$ cat config.mk
export PLATFORM = sky130hd
export DESIGN_NAME = inst_fetch_buf_flat
export DESIGN_NICKNAME = d
export VERILOG_FILES = /design/src/rtl/inst_fetch_buf_if.sv /design/src/rtl/inst_fetch_buf.sv /design/src/flat_wrapper.sv
export SDC_FILE = /design/constraint.sdc
export NUM_CORES = 1
export LEC_CHECK = 0
export BUFFER_PORTS_ARGS = -buffer_cell sky130_fd_sc_hd__buf_2
export CAP_MARGIN = 20
export CELL_PAD_IN_SITES_DETAIL_PLACEMENT = 1
export CELL_PAD_IN_SITES_GLOBAL_PLACEMENT = 1
export CORE_ASPECT_RATIO = 1.25
export CORE_MARGIN = 3
export CORE_UTILIZATION = 50
export DETAILED_ROUTE_END_ITERATION = 7
export GPL_ROUTABILITY_DRIVEN = 0
export PLACE_DENSITY = 0.88
export SYNTH_ARGS = -nofsm -noshare
export SYNTH_HDL_FRONTEND = slang
export SYNTH_SLANG_ARGS = --single-unit
$ cat constraint.sdc
create_clock -name clk -period 5 [get_ports clk]
set_input_delay 0.25 -clock clk [delete_from_list [all_inputs] [get_ports clk]]
set_output_delay 0.25 -clock clk [all_outputs]
set_load 0.1 [all_outputs]
$ cat src/rtl/inst_fetch_buf_if.sv
// Instruction fetch buffer bus: PC-stage request, instruction ROM data, flush,
// and the decode-side handshake.
//   master: the environment (PC stage, ROM, decode); drives requests and ready.
//   slave : the fetch buffer; drives the decode-side outputs and the stall.
interface inst_fetch_buf_if;
  logic [31:0] pc_in;
  logic        ce_in;
  logic [31:0] inst_in;
  logic        flush_in;
  logic        id_ready_in;
  logic        id_valid_out;
  logic [31:0] id_pc_out;
  logic [31:0] id_inst_out;
  logic        stall_req_out;
  logic [1:0]  count_out;

  modport master (
    output pc_in, ce_in, inst_in, flush_in, id_ready_in,
    input  id_valid_out, id_pc_out, id_inst_out, stall_req_out, count_out
  );

  modport slave (
    input  pc_in, ce_in, inst_in, flush_in, id_ready_in,
    output id_valid_out, id_pc_out, id_inst_out, stall_req_out, count_out
  );
endinterface

$ cat src/rtl/inst_fetch_buf.sv
// Two-entry instruction fetch buffer between the PC stage / synchronous
// instruction ROM and the decode stage.
//   clk : rising-edge clock
//   rst : asynchronous active-low reset
//   bus : inst_fetch_buf_if.slave
//         pc_in/ce_in   fetch request from the PC stage
//         inst_in       ROM data, valid the cycle after the request
//         flush_in      discard buffered and in-flight fetches
//         id_ready_in   decode consumes the head entry
//         id_valid_out/id_pc_out/id_inst_out  head entry (NOP_INST when empty)
//         stall_req_out PC stage must hold its pc
//         count_out     number of buffered entries (0..2)
module inst_fetch_buf #(
  parameter logic [31:0] NOP_INST = 32'h0000_0000
) (
  input logic           clk,
  input logic           rst,
  inst_fetch_buf_if.slave bus
);

  logic [1:0]  count_q, count_d;
  logic        req_valid_q;
  logic [31:0] req_pc_q;
  logic [31:0] pc_mem_q   [2];
  logic [31:0] inst_mem_q [2];
  logic        rd_ptr_q, wr_ptr_q;

  logic        valid, pop, push, accept, stall;
  logic [2:0]  occupancy;

  always_comb begin
    valid     = (count_q != 2'd0);
    pop       = valid & bus.id_ready_in & ~bus.flush_in;
    push      = req_valid_q & ~bus.flush_in;
    // Entries that will be held after this edge, counting the fetch in flight.
    // pop implies count_q >= 1, so this cannot underflow.
    occupancy = {1'b0, count_q} + {2'b00, req_valid_q} - {2'b00, pop};
    stall     = ~bus.flush_in & (occupancy >= 3'd2);
    accept    = bus.ce_in & ~stall & ~bus.flush_in;
    if (bus.flush_in) begin
      count_d = 2'd0;
    end else begin
      count_d = count_q + {1'b0, push} - {1'b0, pop};
    end
  end

  always_ff @(posedge clk or negedge rst) begin
    if (!rst) begin
      count_q       <= 2'd0;
      req_valid_q   <= 1'b0;
      req_pc_q      <= 32'h0;
      rd_ptr_q      <= 1'b0;
      wr_ptr_q      <= 1'b0;
      pc_mem_q[0]   <= 32'h0;
      pc_mem_q[1]   <= 32'h0;
      inst_mem_q[0] <= 32'h0;
      inst_mem_q[1] <= 32'h0;
    end else begin
      count_q     <= count_d;
      req_valid_q <= accept;
      if (accept) begin
        req_pc_q <= bus.pc_in;
      end
      if (bus.flush_in) begin
        rd_ptr_q <= 1'b0;
        wr_ptr_q <= 1'b0;
      end else begin
        if (push) begin
          pc_mem_q[wr_ptr_q]   <= req_pc_q;
          inst_mem_q[wr_ptr_q] <= bus.inst_in;
          wr_ptr_q             <= ~wr_ptr_q;
        end
        if (pop) begin
          rd_ptr_q <= ~rd_ptr_q;
        end
      end
    end
  end

  assign bus.id_valid_out  = valid;
  assign bus.id_pc_out     = valid ? pc_mem_q[rd_ptr_q] : 32'h0;
  assign bus.id_inst_out   = valid ? inst_mem_q[rd_ptr_q] : NOP_INST;
  assign bus.stall_req_out = stall;
  assign bus.count_out     = count_q;

endmodule

$ cat src/flat_wrapper.sv
// flat-port wrapper written by rule: the top's interface ports become plain ports
module inst_fetch_buf_flat 
#(
  parameter logic [31:0] NOP_INST = 32'h0000_0000
)
  (clk, rst, bus_pc_in, bus_ce_in, bus_inst_in, bus_flush_in, bus_id_ready_in, bus_id_valid_out, bus_id_pc_out, bus_id_inst_out, bus_stall_req_out, bus_count_out);
  inst_fetch_buf_if bus_i ();
  input logic clk;
  input logic rst;
  input wire logic [$bits(bus_i.pc_in)-1:0] bus_pc_in;
  input wire logic [$bits(bus_i.ce_in)-1:0] bus_ce_in;
  input wire logic [$bits(bus_i.inst_in)-1:0] bus_inst_in;
  input wire logic [$bits(bus_i.flush_in)-1:0] bus_flush_in;
  input wire logic [$bits(bus_i.id_ready_in)-1:0] bus_id_ready_in;
  output wire logic [$bits(bus_i.id_valid_out)-1:0] bus_id_valid_out;
  output wire logic [$bits(bus_i.id_pc_out)-1:0] bus_id_pc_out;
  output wire logic [$bits(bus_i.id_inst_out)-1:0] bus_id_inst_out;
  output wire logic [$bits(bus_i.stall_req_out)-1:0] bus_stall_req_out;
  output wire logic [$bits(bus_i.count_out)-1:0] bus_count_out;
  assign bus_i.pc_in = bus_pc_in;
  assign bus_i.ce_in = bus_ce_in;
  assign bus_i.inst_in = bus_inst_in;
  assign bus_i.flush_in = bus_flush_in;
  assign bus_i.id_ready_in = bus_id_ready_in;
  assign bus_id_valid_out = bus_i.id_valid_out;
  assign bus_id_pc_out = bus_i.id_pc_out;
  assign bus_id_inst_out = bus_i.id_inst_out;
  assign bus_stall_req_out = bus_i.stall_req_out;
  assign bus_count_out = bus_i.count_out;
  inst_fetch_buf #(.NOP_INST(NOP_INST)) u_core (.clk(clk), .rst(rst), .bus(bus_i));
endmodule
Word-level counts from Yosys, hierarchy flattened
Cells that the tools add are included.
{ "totals": {"word_cells": 51, "regBits": 165, "out_inout_bits": 68, "in_bits": 69} }
{ "classes": {"add_sub_neg": 4, "magnitude_cmp": 4, "muxes": 17, "bitwise_logic": 12, "n_reduce_logical": 5} }
{ "op_table": {"columns": ["operator", "count"], "rows": [
  ["32-bit two-way mux", 9],
  ["64-bit bitwise mux", 2],
  ["32-bit demux with 1-bit select", 1],
  ["1-bit AND", 6],
  ["2-bit nonzero test", 3],
  ["2-bit greater-or-equal comparator (second input constant)", 2],
  ["1-bit two-way mux", 4],
  ["1-bit NOT", 4],
  ["1-bit NOT with 2-bit output", 2],
  ["2-bit by 1-bit adder with 3-bit output", 1],
  ["3-bit by 2-bit greater-or-equal comparator with 1-bit output (second input constant)", 1],
  ["3-bit by 1-bit subtractor with 3-bit output", 1],
  ["2-bit by 1-bit adder with 2-bit output", 1],
  ["2-bit by 1-bit less-than comparator with 1-bit output (second input constant)", 1],
  ["2-bit two-way mux", 1],
  ["2-bit AND reduction", 1],
  ["2-bit by 1-bit subtractor with 2-bit output", 1],
  ["1-bit logical AND", 1]
]} }

Longest topological paths before layout
Gate-level depths: netlist (run 1).
{ "depth": {"ltp_word": 9, "ltp_mapped": 10, "depth_no_buf": 8} }

Worst setup path after synthesis (run 1)
No wires, ideal clock.
{ "synth_path": {"path_kind": "reg-to-output", "start": "register u_core.count_q[0] (netlist: u_core.bus.count_out[0])", "end": "output bus_stall_req_out", "path_stages_with_launch": 8, "path_buffers": 0, "required_ns": 4.750, "arrival_time_ns": 3.624, "path_slack_ns": 1.126, "cell_sequence": "dfrtp_1 o21ai_0 nor2_1 ha_1 inv_1 fa_1 xor2_1 a21oi_1"} }
{ "synth_via": {"elab_chain_len": 6, "word_cells_on_any_way": 7, "cone_classes": "add/sub (2); order compare (1); bitwise (3); reduce/logical (1)"} }
{ "synth_lines": {"columns": ["item", "line_no", "source"], "rows": [
  ["start: declaration", "inst_fetch_buf.sv:21", "logic [1:0] count_q, count_d;"],
  ["start signal: assignment", "inst_fetch_buf.sv:59", "count_q <= count_d;"],
  ["2-bit nonzero test", "inst_fetch_buf.sv:32", "valid = (count_q != 2'd0);"],
  ["1-bit AND (2 in a row)", "inst_fetch_buf.sv:33", "pop = valid & bus.id_ready_in & ~bus.flush_in;"],
  ["3-bit by 1-bit subtractor with 3-bit output *", "inst_fetch_buf.sv:37", "occupancy = {1'b0, count_q} + {2'b00, req_valid_q} - {2'b00, pop};"],
  ["3-bit by 2-bit greater-or-equal comparator with 1-bit output *", "inst_fetch_buf.sv:38", "stall = ~bus.flush_in & (occupancy >= 3'd2);"],
  ["1-bit AND *", "inst_fetch_buf.sv:38", null],
  ["end: declaration", "flat_wrapper.sv:18", "output wire logic [$bits(bus_i.stall_req_out)-1:0] bus_stall_req_out;"]
]} }
Mark *: on every way between the ends. The rest lies on a longest branch, timed or not.

Worst setup path after layout (run 1)
{ "layout_path": {"start": "register u_core.count_q[1] (netlist: u_core.bus.count_out[1])", "end": "register u_core.req_pc_q[19]"} }
{ "layout_via": {"elab_chain_len": 9, "word_cells_on_any_way": 10, "cone_classes": "add/sub (2); order compare (1); bitwise (6); reduce/logical (1)"} }
{ "layout_lines": {"columns": ["item", "line_no", "source"], "rows": [
  ["2-bit nonzero test", "inst_fetch_buf.sv:32", null],
  ["1-bit AND (2 in a row)", "inst_fetch_buf.sv:33", null],
  ["3-bit by 1-bit subtractor with 3-bit output *", "inst_fetch_buf.sv:37", null],
  ["3-bit by 2-bit greater-or-equal comparator with 1-bit output *", "inst_fetch_buf.sv:38", null],
  ["1-bit AND *", "inst_fetch_buf.sv:38", null],
  ["1-bit NOT *", "inst_fetch_buf.sv:39", "accept = bus.ce_in & ~stall & ~bus.flush_in;"],
  ["1-bit AND * (2 in a row)", "inst_fetch_buf.sv:39", null],
  ["end signal: assignment", "inst_fetch_buf.sv:62", "req_pc_q <= bus.pc_in;"],
  ["end: declaration", "inst_fetch_buf.sv:23", "logic [31:0] req_pc_q;"]
]} }
Marks and branches as above.
A chain may end at the register's enable or synchronous reset.

==> results_dict.tcl, run 1 <==
set metrics [dict create \
    finalPower_w 0.00611 \
    syn-cell-area_sq_um 7690 \
    fill_cells 1482 \
    yosysSeqAreaShare_pct 53.7 \
    crit_start "u_core.bus.count_out[1]$_DFF_PN0_" \
    die_h_um 145 \
    endpoint_kind "register" \
    ir_worst_vdd_v 0.000356 \
    outcome "finished, final reports clean" \
    internal_power_w 0.00369 \
    overflow 0 \
    wirelength_met1_um 7130 \
    nets 717 \
    antenna_found_initial 0 \
    cp_data_arrival_time_ns 3.47 \
    core_sq_um 15000 \
    placed_cells 804 \
    crit_fanout 19 \
    p_clk_share_pct 20.0 \
    period_share_pct 63.5 \
    cts_buffer_depth 2 \
    dr.pass1.iters 4 \
    cp_cell_sequence "o21ai_0 -> nor2_1 -> ha_1 -> nor2b_1 -> fa_1 -> nor2_1 -> and3_2 -> buf_12 -> mux2_4" \
    start_kind "register" \
    swShare_pct 39.7 \
    initial_utilization_pct 51.2 \
    synth.area.mux_share_pct 36.1 \
    fin_cells 837 \
    routedWlPerCell_um 20.9 \
    drcViolationCount 0 \
    synth_cell_types 24 \
    wl_met2_um 9210 \
    critPathMostFrequentCell "nor2_1" \
    hold_viol 0 \
    post-route-cell-area_sq_um 8910 \
    cts_buffers 17 \
    vias_per_cell 5.38 \
    rows 50 \
    worst_hold_path_type "in -> reg" \
    synth_top_area_share_pct 53.7 \
    cts-root-buf "clkbuf_16" \
    leakage_nw 4.31 \
    area_growth_pct 15.8 \
    post-route-min-period_ns 3.17 \
    syn_inst 512 \
    io-pin-count 137 \
    holdPathStages 2 \
    route.met3.wl_um 825 \
    place_hpwl_um 11000 \
    dieArea_sq_um 16900 \
    synth-seq-cells 165 \
    clk_latency_ns 0.42 \
    drt_wl_total_um 17500 \
    combPwrFrac_pct 41.0 \
    setup_viol_count_final 0 \
    cts.sinks 165 \
    grt_pass1_wl_um 28100 \
    grt_use_total_pct 21.8 \
    slew_headroom_pct 35.2 \
    p_per_area_nw_per_um2 686 \
    tightest_slew_ns 0.973 \
    hold_start "bus_pc_in[18]" \
    n_antenna_cell 0 \
    grt_pass1_vias 5281 \
    die_w_um 117 \
    port_buffers 136 \
    timing.hold.ws_ns 0.0598 \
    yosysTopAreaCell "dfrtp_1" \
    synthAdderAreaFrac_pct 0.748 \
    syn_nets 585 \
    synthSimpleGateAreaFrac_pct 4.07 \
    seq_power_share_pct 39.1 \
    criticalPathCategory "reg -> reg" \
    grt_max_degree 103 \
    finClkSkew_ns 0.0113 \
    r2r_cells 9 \
    synthTopCellsByArea "dfrtp_1 (54%), mux2_4 (17%), mux2_2 (10%)" \
    clk_pin_slew_worst_paths_ns 0.06 \
    setup_tns_ns 0 \
    cpPeakStageDelay_ns 0.55 \
    avgSynthCellArea_sq_um 15.0 \
    synth_top_family_by_area "multiplexers" \
    post_cts_buffers 0 \
    final_layout_size_suffix_gt1_share_pct 51.0 \
    drtIter0Drc 124 \
    vias 4506 \
    ys_warn_count 0 \
    cts_tree "done" \
    synth_compound_area_share_pct 0.130 \
    cp_slowest_cell "and3_2" \
    antenna_left 0 \
    postPlaceCellArea_sq_um 8310 \
    highest_layer "met4" \
    fmaxAchievable_mhz 315 \
    p_sw_w 0.00242 \
    synthXorXnorAreaFrac_pct 0.456 \
    maxCapViolCount 0 \
    rsz0062_at_grt "false" \
    r2r_start "u_core.bus.count_out[1]$_DFF_PN0_" \
    cts_max_level 4 \
    maxSlewViolCount 0 \
    required_ns 5.30 \
]
-- repair_timing --
action,in CTS,in global routing
hold endpoints to repair,76,0
hold buffers,1,0
gates resized for setup,0,0
-- cells in the mapped netlist (all sizes together) --
cell / n
and3: 1
nand2: 1
mux2i: 64
xor2: 2
a21oi: 1
xnor2: 2
inv: 6
fa: 1
and2b: 1
nor2b: 3
o21ai: 1
nor2: 70
mux2: 160
clkbuf: 9
ha: 3
buf: 22
dfrtp: 165
-- placed cells by master, fill, tap and decap left out, drive strengths merged --
cell and count:
dfrtp 165, nor2 70, and2b 1, ha 3, bufinv 1, clkbuf 26
mux2i 64, o21ai 1, buf 143, xor2 2, mux2 160, fa 1
and3 1, dlygate4sd3 1, a21oi 1, clkinvlp 1, inv 6, xnor2 2
clkinv 2, nand2 1, nor2b 3
-- sequential cells by signal, summed over array words and instances, names as in the netlist --
register	cells
u_core.req_valid_q	1
u_core.rd_ptr_q	1
u_core.bus.count_out	2
u_core.req_pc_q	32
u_core.wr_ptr_q	1
u_core.pc_mem_q	64
u_core.inst_mem_q	64
-- power groups by stage --
stage / sequential (W) / clock [W] / combinational, W
5_1_grt: 0.00247 / 0.00131 / 0.00265
2_1_floorplan: 0.00224 / 0 / 0.00215
6_report: 0.00239 / 0.00122 / 0.00250
3_3_place_gp: 0.00232 / 0 / 0.00240
4_1_cts: 0.00239 / 0.00124 / 0.00252
3_5_place_dp: 0.00240 / 0 / 0.00249
-- critical path, delay by kind of cell (launching register included) --
kind	cells	cell delay, ns
AND/OR/NAND/NOR	4	0.92
adder cells (fa/ha/maj)	2	0.79
multiplexers	1	0.32
buffers and inverters	1	0.27
flip-flops	1	0.45
AO/OA/AOI/OAI	1	0.30
-- worst paths after layout --
kind                                                     endpoint  slack (ns)
worst min register to register    u_core.pc_mem_q[14]$_DFFE_PN0P_        0.50
worst max register to register    u_core.req_pc_q[19]$_DFFE_PN0P_        1.83
min in group asynchronous       u_core.inst_mem_q[39]$_DFFE_PN0P_        0.50
worst min-delay path              u_core.req_pc_q[18]$_DFFE_PN0P_        0.06
max in group asynchronous       u_core.inst_mem_q[30]$_DFFE_PN0P_        3.11
worst max-delay path              u_core.req_pc_q[19]$_DFFE_PN0P_        1.83
-- logic make-up after synthesis --
kind of cell,after synthesis
multiplexers,224
AO/OA/AOI/OAI,2
buffers and inverters,37
XOR/XNOR,4
flip-flops,165
adder cells (fa/ha/maj),4
AND/OR/NAND/NOR,76
-- per-stage QoR --
step           setup WS [ns]  util (%)
2_1_floorplan           1.13         -
3_3_place_gp            1.76      55.4
3_5_place_dp            1.54      55.4
4_1_cts                 1.51      59.0
5_1_grt                 1.67      59.3
6_report                1.83      59.3
-- layer usage --
layer	global-route usage [%]	vias to the layer above
met5	0	-
met4	7.37	0
met3	5.49	25
met2	38.3	105
met1	26.2	2352
li1	-	2024
-- final cells by class --
type | instances | area [sq um] | area share, %
clock buffer | 26 | 489 | 5.49
clock inverter | 4 | 47.5 | 0.534
inverter | 6 | 22.5 | 0.253
multi-input combinational | 310 | 3210 | 36.0
sequential | 165 | 4130 | 46.4
tap | 182 | 228 | 2.56
timing repair buffer | 144 | 782 | 8.78
Power figures use the tool's default switching activity.
==> run 2, diff against run 1 <==
- ABC_AREA: unset -> 1
- CORE_UTILIZATION: 50 -> 41
- PLACE_DENSITY: 0.88 -> 0.81
- clock period: 5 -> 3.3 ns (I/O delays scaled with it)
==> run 2 against run 1 <==
Sequential share of layout area fell by 0.96 points. Critical endpoint is now bus_stall_req_out. Critical path type is now reg -> out. Utilization fell by 7.3 points. Combinational power rose by 18%.
==> results_dict.tcl, run 2 <==
set metrics [dict create \
    cp_data_arrival_time_ns 2.93 \
    grt_pass1_wl_um 31700 \
    vias_per_cell 4.91 \
    seq_area_sq_um 4140 \
    nets 1093 \
    r2r_start "u_core.bus.count_out[1]$_DFF_PN0_" \
    r2r_cells 12 \
    synth_edf_count 0 \
    ir_worst_vdd_v 0.000522 \
    synth-seq-cells 165 \
    rows 54 \
    dr.pass1.iters 7 \
    worst_hold_path_type "in -> reg" \
    p_per_area_nw_per_um2 900 \
    setup_tns_ns 0 \
    synth_cell_types 23 \
    core_sq_um 17500 \
    finClkSkew_ns 0.00901 \
    maxCapViolCount 0 \
    final_layout_size_suffix_gt1_share_pct 20.0 \
    dieArea_sq_um 19500 \
    grt_max_degree 81 \
    criticalPathCategory "reg -> out" \
    cts_resized 0 \
    antenna_left 0 \
    multiInputGateArea_sq_um 2590 \
    placed_cells 1185 \
    setup_viol_count_final 0 \
    clk_pin_slew_worst_paths_ns 0.06 \
    die_h_um 156 \
    ys_warn_count 0 \
    ys.flop_type "dfrtp_1" \
    holdPathStages 3 \
    fmaxAchievable_mhz 323 \
    io-pin-count 137 \
    cts_buffers 17 \
    grt_pass1_vias 6467 \
    yosysSeqAreaShare_pct 56.3 \
    avgSynthCellArea_sq_um 8.42 \
    vias 6163 \
    leakage_nw 4.69 \
    n_antenna_cell 0 \
    drcViolationCount 0 \
    synthTopCellsByArea "dfrtp_1 (56%), nand2_1 (16%), o21ai_1 (7.7%)" \
    hold_viol 0 \
    clk_latency_ns 0.42 \
    cts_buffer_depth 2 \
    post-route-min-period_ns 3.10 \
    postLayoutCoreUtil_pct 52.0 \
    crit_start "u_core.bus.count_out[1]$_DFF_PN0_" \
    required_ns 3.13 \
    cts_tree "done" \
    crit_cells 12 \
    async_reset_ff_share_pct 100 \
    fin_cells 1254 \
    synthTopCellsByCount "nand2_1 (316), dfrtp_1 (165), o21ai_1 (113)" \
    tightest_slew_ns 0.814 \
    final_cell_mix "nand2_1 (314), dfrtp_1 (162), buf_2 (135)" \
    antenna_found_initial 0 \
    period_share_pct 93.8 \
    grt_use_total_pct 20.0 \
    cp_slowest_cell "dfrtp_4" \
    die_w_um 126 \
    maxSlewViolCount 0 \
    crit_fanout 6 \
    rsz0062_at_grt "false" \
    synth.most_common_cell "nand2_1" \
    crit_buf_inv 3 \
    endpoint_kind "output pin" \
    cp_cell_sequence "nor2_4 -> clkinvlp_4 -> nand2_2 -> nor2_1 -> ha_1 -> nor2_1 -> fa_1 -> inv_1 -> nand2_1 -> nor2_2 -> nor2_4 -> buf_2" \
    initial_utilization_pct 41.9 \
    drtIter0Drc 362 \
    overflow 0 \
    place_hpwl_um 11700 \
    syn-cell-area_sq_um 7340 \
    final_common_cell "nand2_1" \
    yosysTopAreaCell "dfrtp_1" \
    cpPeakStageDelay_ns 0.52 \
    cp_top_family "adder cells" \
    port_buffers 136 \
    reg_top3 "u_core.inst_mem_q (64), u_core.pc_mem_q (64), u_core.req_pc_q (32)" \
    hold_start "bus_pc_in[9]" \
    drt_wl_total_um 19000 \
    cts.sinks 165 \
    area_growth_pct 24.1 \
    start_kind "register" \
    syn_nets 945 \
    synth_top_area_share_pct 56.3 \
    cts-root-buf "clkbuf_16" \
    cts_max_level 4 \
    syn_inst 872 \
    routedWlPerCell_um 15.2 \
    outcome "finished, final reports clean" \
    slew_headroom_pct 45.7 \
    fill_cells 2089 \
]
-- run 2: cell types whose count changed after synthesis, moves of 71 or more --
cell     change
nand2_1    +316
inv_1       +72
mux2_2      -71
mux2_4      -89
o21ai_1    +113
-- run 2: through the flow --
step	instance area, sq um	setup slack, ns	hold WS (ns)	power, W
after floorplan	7370	0.0269	-0.131	0.00559
after global placement	8130	0.593	0.266	0.00611
after detailed placement	8130	0.504	0.265	0.00623
after CTS	9110	0.166	0.000164	0.00829
after global routing	9110	0.0338	0.00986	0.00876
final	9110	0.205	0.0145	0.00820
-- run 2: cell type report --
type | instances | area share [%]
Tap cell | 224 | 3.08
Sequential cell | 165 | 45.4
Clock inverter | 5 | 1.10
Inverter | 78 | 3.26
Timing Repair Buffer | 187 | 13.4
Clock buffer | 24 | 5.29
Multi-Input combinational cell | 571 | 28.5
-- run 2: cell families (layout without fill, tap and decap cells) --
family                     after synthesis  after routing  synth area share [%]
and+or+nand+nor                        373            373                  20.3
adders and majority gates                4              4                 0.784
AOI/OAI and AO/OA                      193            193                  13.7
buffers and inverters                  136            294                  8.83
xor gates and xnor gates                 1              1                 0.119
DFF                                    165            165                  56.3
-- run 2: worst paths after layout --
kind | slack (ns) | end
max | 0.20 | bus_stall_req_out
min | 0.01 | u_core.req_pc_q[9]$_DFFE_PN0P_
max reg2reg | 0.44 | u_core.req_pc_q[18]$_DFFE_PN0P_
min reg2reg | 0.47 | u_core.req_pc_q[2]$_DFFE_PN0P_
max in group asynchronous | 2.09 | u_core.inst_mem_q[3]$_DFFE_PN0P_
min in group asynchronous | 0.36 | u_core.inst_mem_q[7]$_DFFE_PN0P_
-- run 2: worst reg2reg max path: cells and delay by family (launching register included) --
family / cells / cell delay [ns]
AND/OR/NAND/NOR: 7 / 0.86
adder cells (fa/ha/maj): 2 / 0.75
flip-flops: 1 / 0.52
buffers and inverters: 2 / 0.44
AO/OA/AOI/OAI: 1 / 0.18
-- run 2: where the power goes --
| group | internal, W | switching (W) | leakage (nW) | total (W) |
|---|---|---|---|---|
| Combinational | 0.000771 | 0.00218 | 2.29 | 0.00295 |
| Clock | 0.00124 | 0.000744 | 0.286 | 0.00198 |
| Sequential | 0.00282 | 0.000443 | 2.11 | 0.00326 |
-- run 2: metal layers --
| metal | track usage [%] | routed length [um] |
|---|---|---|
| met5 | 0 | 0 |
| met4 | 6.77 | 376 |
| met3 | 4.18 | 659 |
| met2 | 34.0 | 9490 |
| met1 | 25.6 | 8480 |
-- run 2: timing repair --
action / 4_1_cts / 5_1_grt
setup buffers: 0 / 0
endpoints found under the setup margin: 0 / 0
endpoints found under the hold margin: 122 / 0
hold buffers: 40 / 0
==> run 3, diff against run 2 <==
- ABC_AREA: 1 -> unset
- BUFFER_PORTS_ARGS: -buffer_cell sky130_fd_sc_hd__buf_2 -> unset
- CORE_UTILIZATION: 41 -> 52
- DONT_BUFFER_PORTS: unset -> 1
==> run 3 against run 2 <==
Largest cell class unchanged. Flip-flop and latch count unchanged. Count of clock-buffer cells in the layout decreased by 3. Via count decreased by 27%. Setup slack improved by 0.14 ns. Critical path type is now reg -> reg. The flow now finishes with violations (negative hold slack). First-iteration DRC count decreased by 52%. Global-route usage increased by 4.3 points. Cell area increased by 5.7%. Utilization increased by 15 points. Largest power group is now combinational logic. Combinational power increased by 39%. Sequential share of layout area decreased by 2.5 points. Die area decreased by 17%. Register-to-register slack got worse by 0.09 ns.
==> results_dict.tcl, run 3 (synthesis gave the netlist of run 1 again) <==
set metrics [dict create \
    cts_buffers 17 \
    dr.pass1.iters 4 \
    die_h_um 142 \
    violations "negative hold slack" \
    finClkSkew_ns 0.00753 \
    crit_start "u_core.bus.count_out[0]$_DFF_PN0_" \
    die_w_um 115 \
    place_hpwl_um 10500 \
    maxSlewViolCount 0 \
    final_common_cell "dfrtp_1" \
    initial_utilization_pct 53.4 \
    rows 49 \
    fill_cells 1290 \
    port_buffers 0 \
    final_cell_mix "dfrtp_1 (164), mux2_4 (89), buf_4 (73)" \
    timing.hold.ws_ns -0.559 \
    grt_max_degree 166 \
    cts_hold_buf 65 \
    post-route-cell-area_sq_um 9630 \
    r2r_start "u_core.bus.count_out[0]$_DFF_PN0_" \
    slew_headroom_pct 34.1 \
    grt_pass1_wl_um 30400 \
    maxCapViolCount 0 \
    drt_wl_total_um 19000 \
    start_kind "register" \
    area_growth_pct 25.2 \
    routedWlPerCell_um 22.8 \
    antenna_found_initial 2 \
    p_clk_share_pct 21.9 \
    seq_power_share_pct 36.7 \
    hold_viol 165 \
    reg_top3 "u_core.inst_mem_q (64), u_core.pc_mem_q (64), u_core.req_pc_q (32)" \
    outcome "finished with violations" \
    vias_per_cell 5.42 \
    cts_buffer_depth 2 \
    vias 4508 \
    criticalPathCategory "reg -> reg" \
    cts-root-buf "clkbuf_16" \
    internal_power_w 0.00604 \
    rsz0062_at_grt "false" \
    placed_cells 734 \
    crit_fanout 20 \
    dieArea_sq_um 16300 \
    swShare_pct 39.2 \
    p_per_area_nw_per_um2 1030 \
    cp_cell_sequence "o21ai_0 -> nor2_1 -> ha_1 -> nor2b_1 -> fa_1 -> xor2_1 -> and3_2 -> buf_4 -> mux2_2" \
    clk_latency_ns 0.42 \
    period_share_pct 89.4 \
    setup_viol_count_final 0 \
    endpoint_kind "register" \
    fin_cells 831 \
    worst_hold_path_type "in -> async" \
    leakage_nw 4.34 \
    cp_slowest_cell "dfrtp_1" \
    core_sq_um 14400 \
    cts_max_level 4 \
    grt_use_total_pct 24.3 \
    drcViolationCount 0 \
    overflow 0 \
    setup_tns_ns 0 \
    cts_tree "done" \
    postPlaceCellArea_sq_um 8340 \
    drtIter0Drc 173 \
    antenna_left 0 \
    p_sw_w 0.00389 \
    cp_data_arrival_time_ns 3.25 \
    clk_pin_slew_worst_paths_ns 0.06 \
    tightest_slew_ns 0.988 \
    grt_pass1_vias 5470 \
    final_layout_size_suffix_gt1_share_pct 51.5 \
    cpPeakStageDelay_ns 0.43 \
    ir_worst_vdd_v 0.000771 \
    cts.sinks 165 \
    io-pin-count 137 \
    nets 713 \
    post-route-min-period_ns 2.95 \
    required_ns 3.60 \
    cts_resized 0 \
    combPwrFrac_pct 41.4 \
    post_cts_buffers 0 \
    fmaxAchievable_mhz 339 \
]
-- run 3: cell types whose count changed in the layout (fill, tap and decap cells not counted), sizes merged, moves of 71 or more --
cell / before / now
buf: 147 / 75
o21ai: 128 / 1
inv: 77 / 6
mux2: 0 / 160
nand2: 327 / 1
-- run 3: worst max-delay path: cells and delay by family, from the launching register on --
kind                       cells  cell delay (ns)
DFF                            1             0.43
muxes                          1             0.38
AOI/OAI and AO/OA              1             0.30
xor gates and xnor gates       1             0.26
adders and majority gates      2             0.70
and+or+nand+nor                3             0.38
buffers and inverters          1             0.37
-- run 3: path summary, 6_finish.rpt --
kind	endpoint	slack, ns	depth (start not counted)
worst max-delay path	u_core.req_pc_q[1]$_DFFE_PN0P_	0.35	9
worst min-delay path	u_core.pc_mem_q[5]$_DFFE_PN0P_	-0.56	0
worst max register to register	u_core.req_pc_q[1]$_DFFE_PN0P_	0.35	9
worst min register to register	u_core.pc_mem_q[4]$_DFFE_PN0P_	0.51	1
max in group asynchronous	u_core.pc_mem_q[48]$_DFFE_PN0P_	3.53	0
min in group clk	u_core.rd_ptr_q$_DFFE_PN0P_	0.07	3
-- run 3: power groups by stage --
stage                     registers (W)  clock network [W]  logic [W]
after floorplan                 0.00339                  0    0.00327
after global placement          0.00351                  0    0.00386
after detailed placement        0.00362                  0    0.00398
after CTS                       0.00361            0.00220    0.00410
after global routing            0.00376            0.00228    0.00433
final                           0.00365            0.00217    0.00411
-- run 3: final cells by class --
cell class              count  area [sq um]  share of cell area (%)
flip-flops and latches    165          4130                    42.9
clock inverters            10           178                    1.85
clock buffers              21           460                    4.78
well taps                 178           223                    2.31
inverters                   6          22.5                   0.234
diodes                      1          2.50                  0.0260
multi-input cells         310          3370                    35.0
repair buffers            140          1240                    12.9
-- run 3: metal layers --
metal,global-route usage (%),routed length (um)
met2,44.0,10400
met3,6.68,946
met5,0,13
met1,28.4,7360
met4,6.43,232
-- run 3: metrics by stage --
step / total power, W / hold WS, ns / worst slack, ns / util (%)
final: 0.00994 / -0.559 / 0.348 / 66.8
after global placement: 0.00737 / -0.124 / 0.530 / 57.9
after CTS: 0.00990 / -0.581 / 0.320 / 66.8
after global routing: 0.0104 / -0.581 / 0.180 / 66.8
after detailed placement: 0.00760 / -0.126 / 0.320 / 57.9
after floorplan: 0.00666 / -0.131 / 0.123 / -
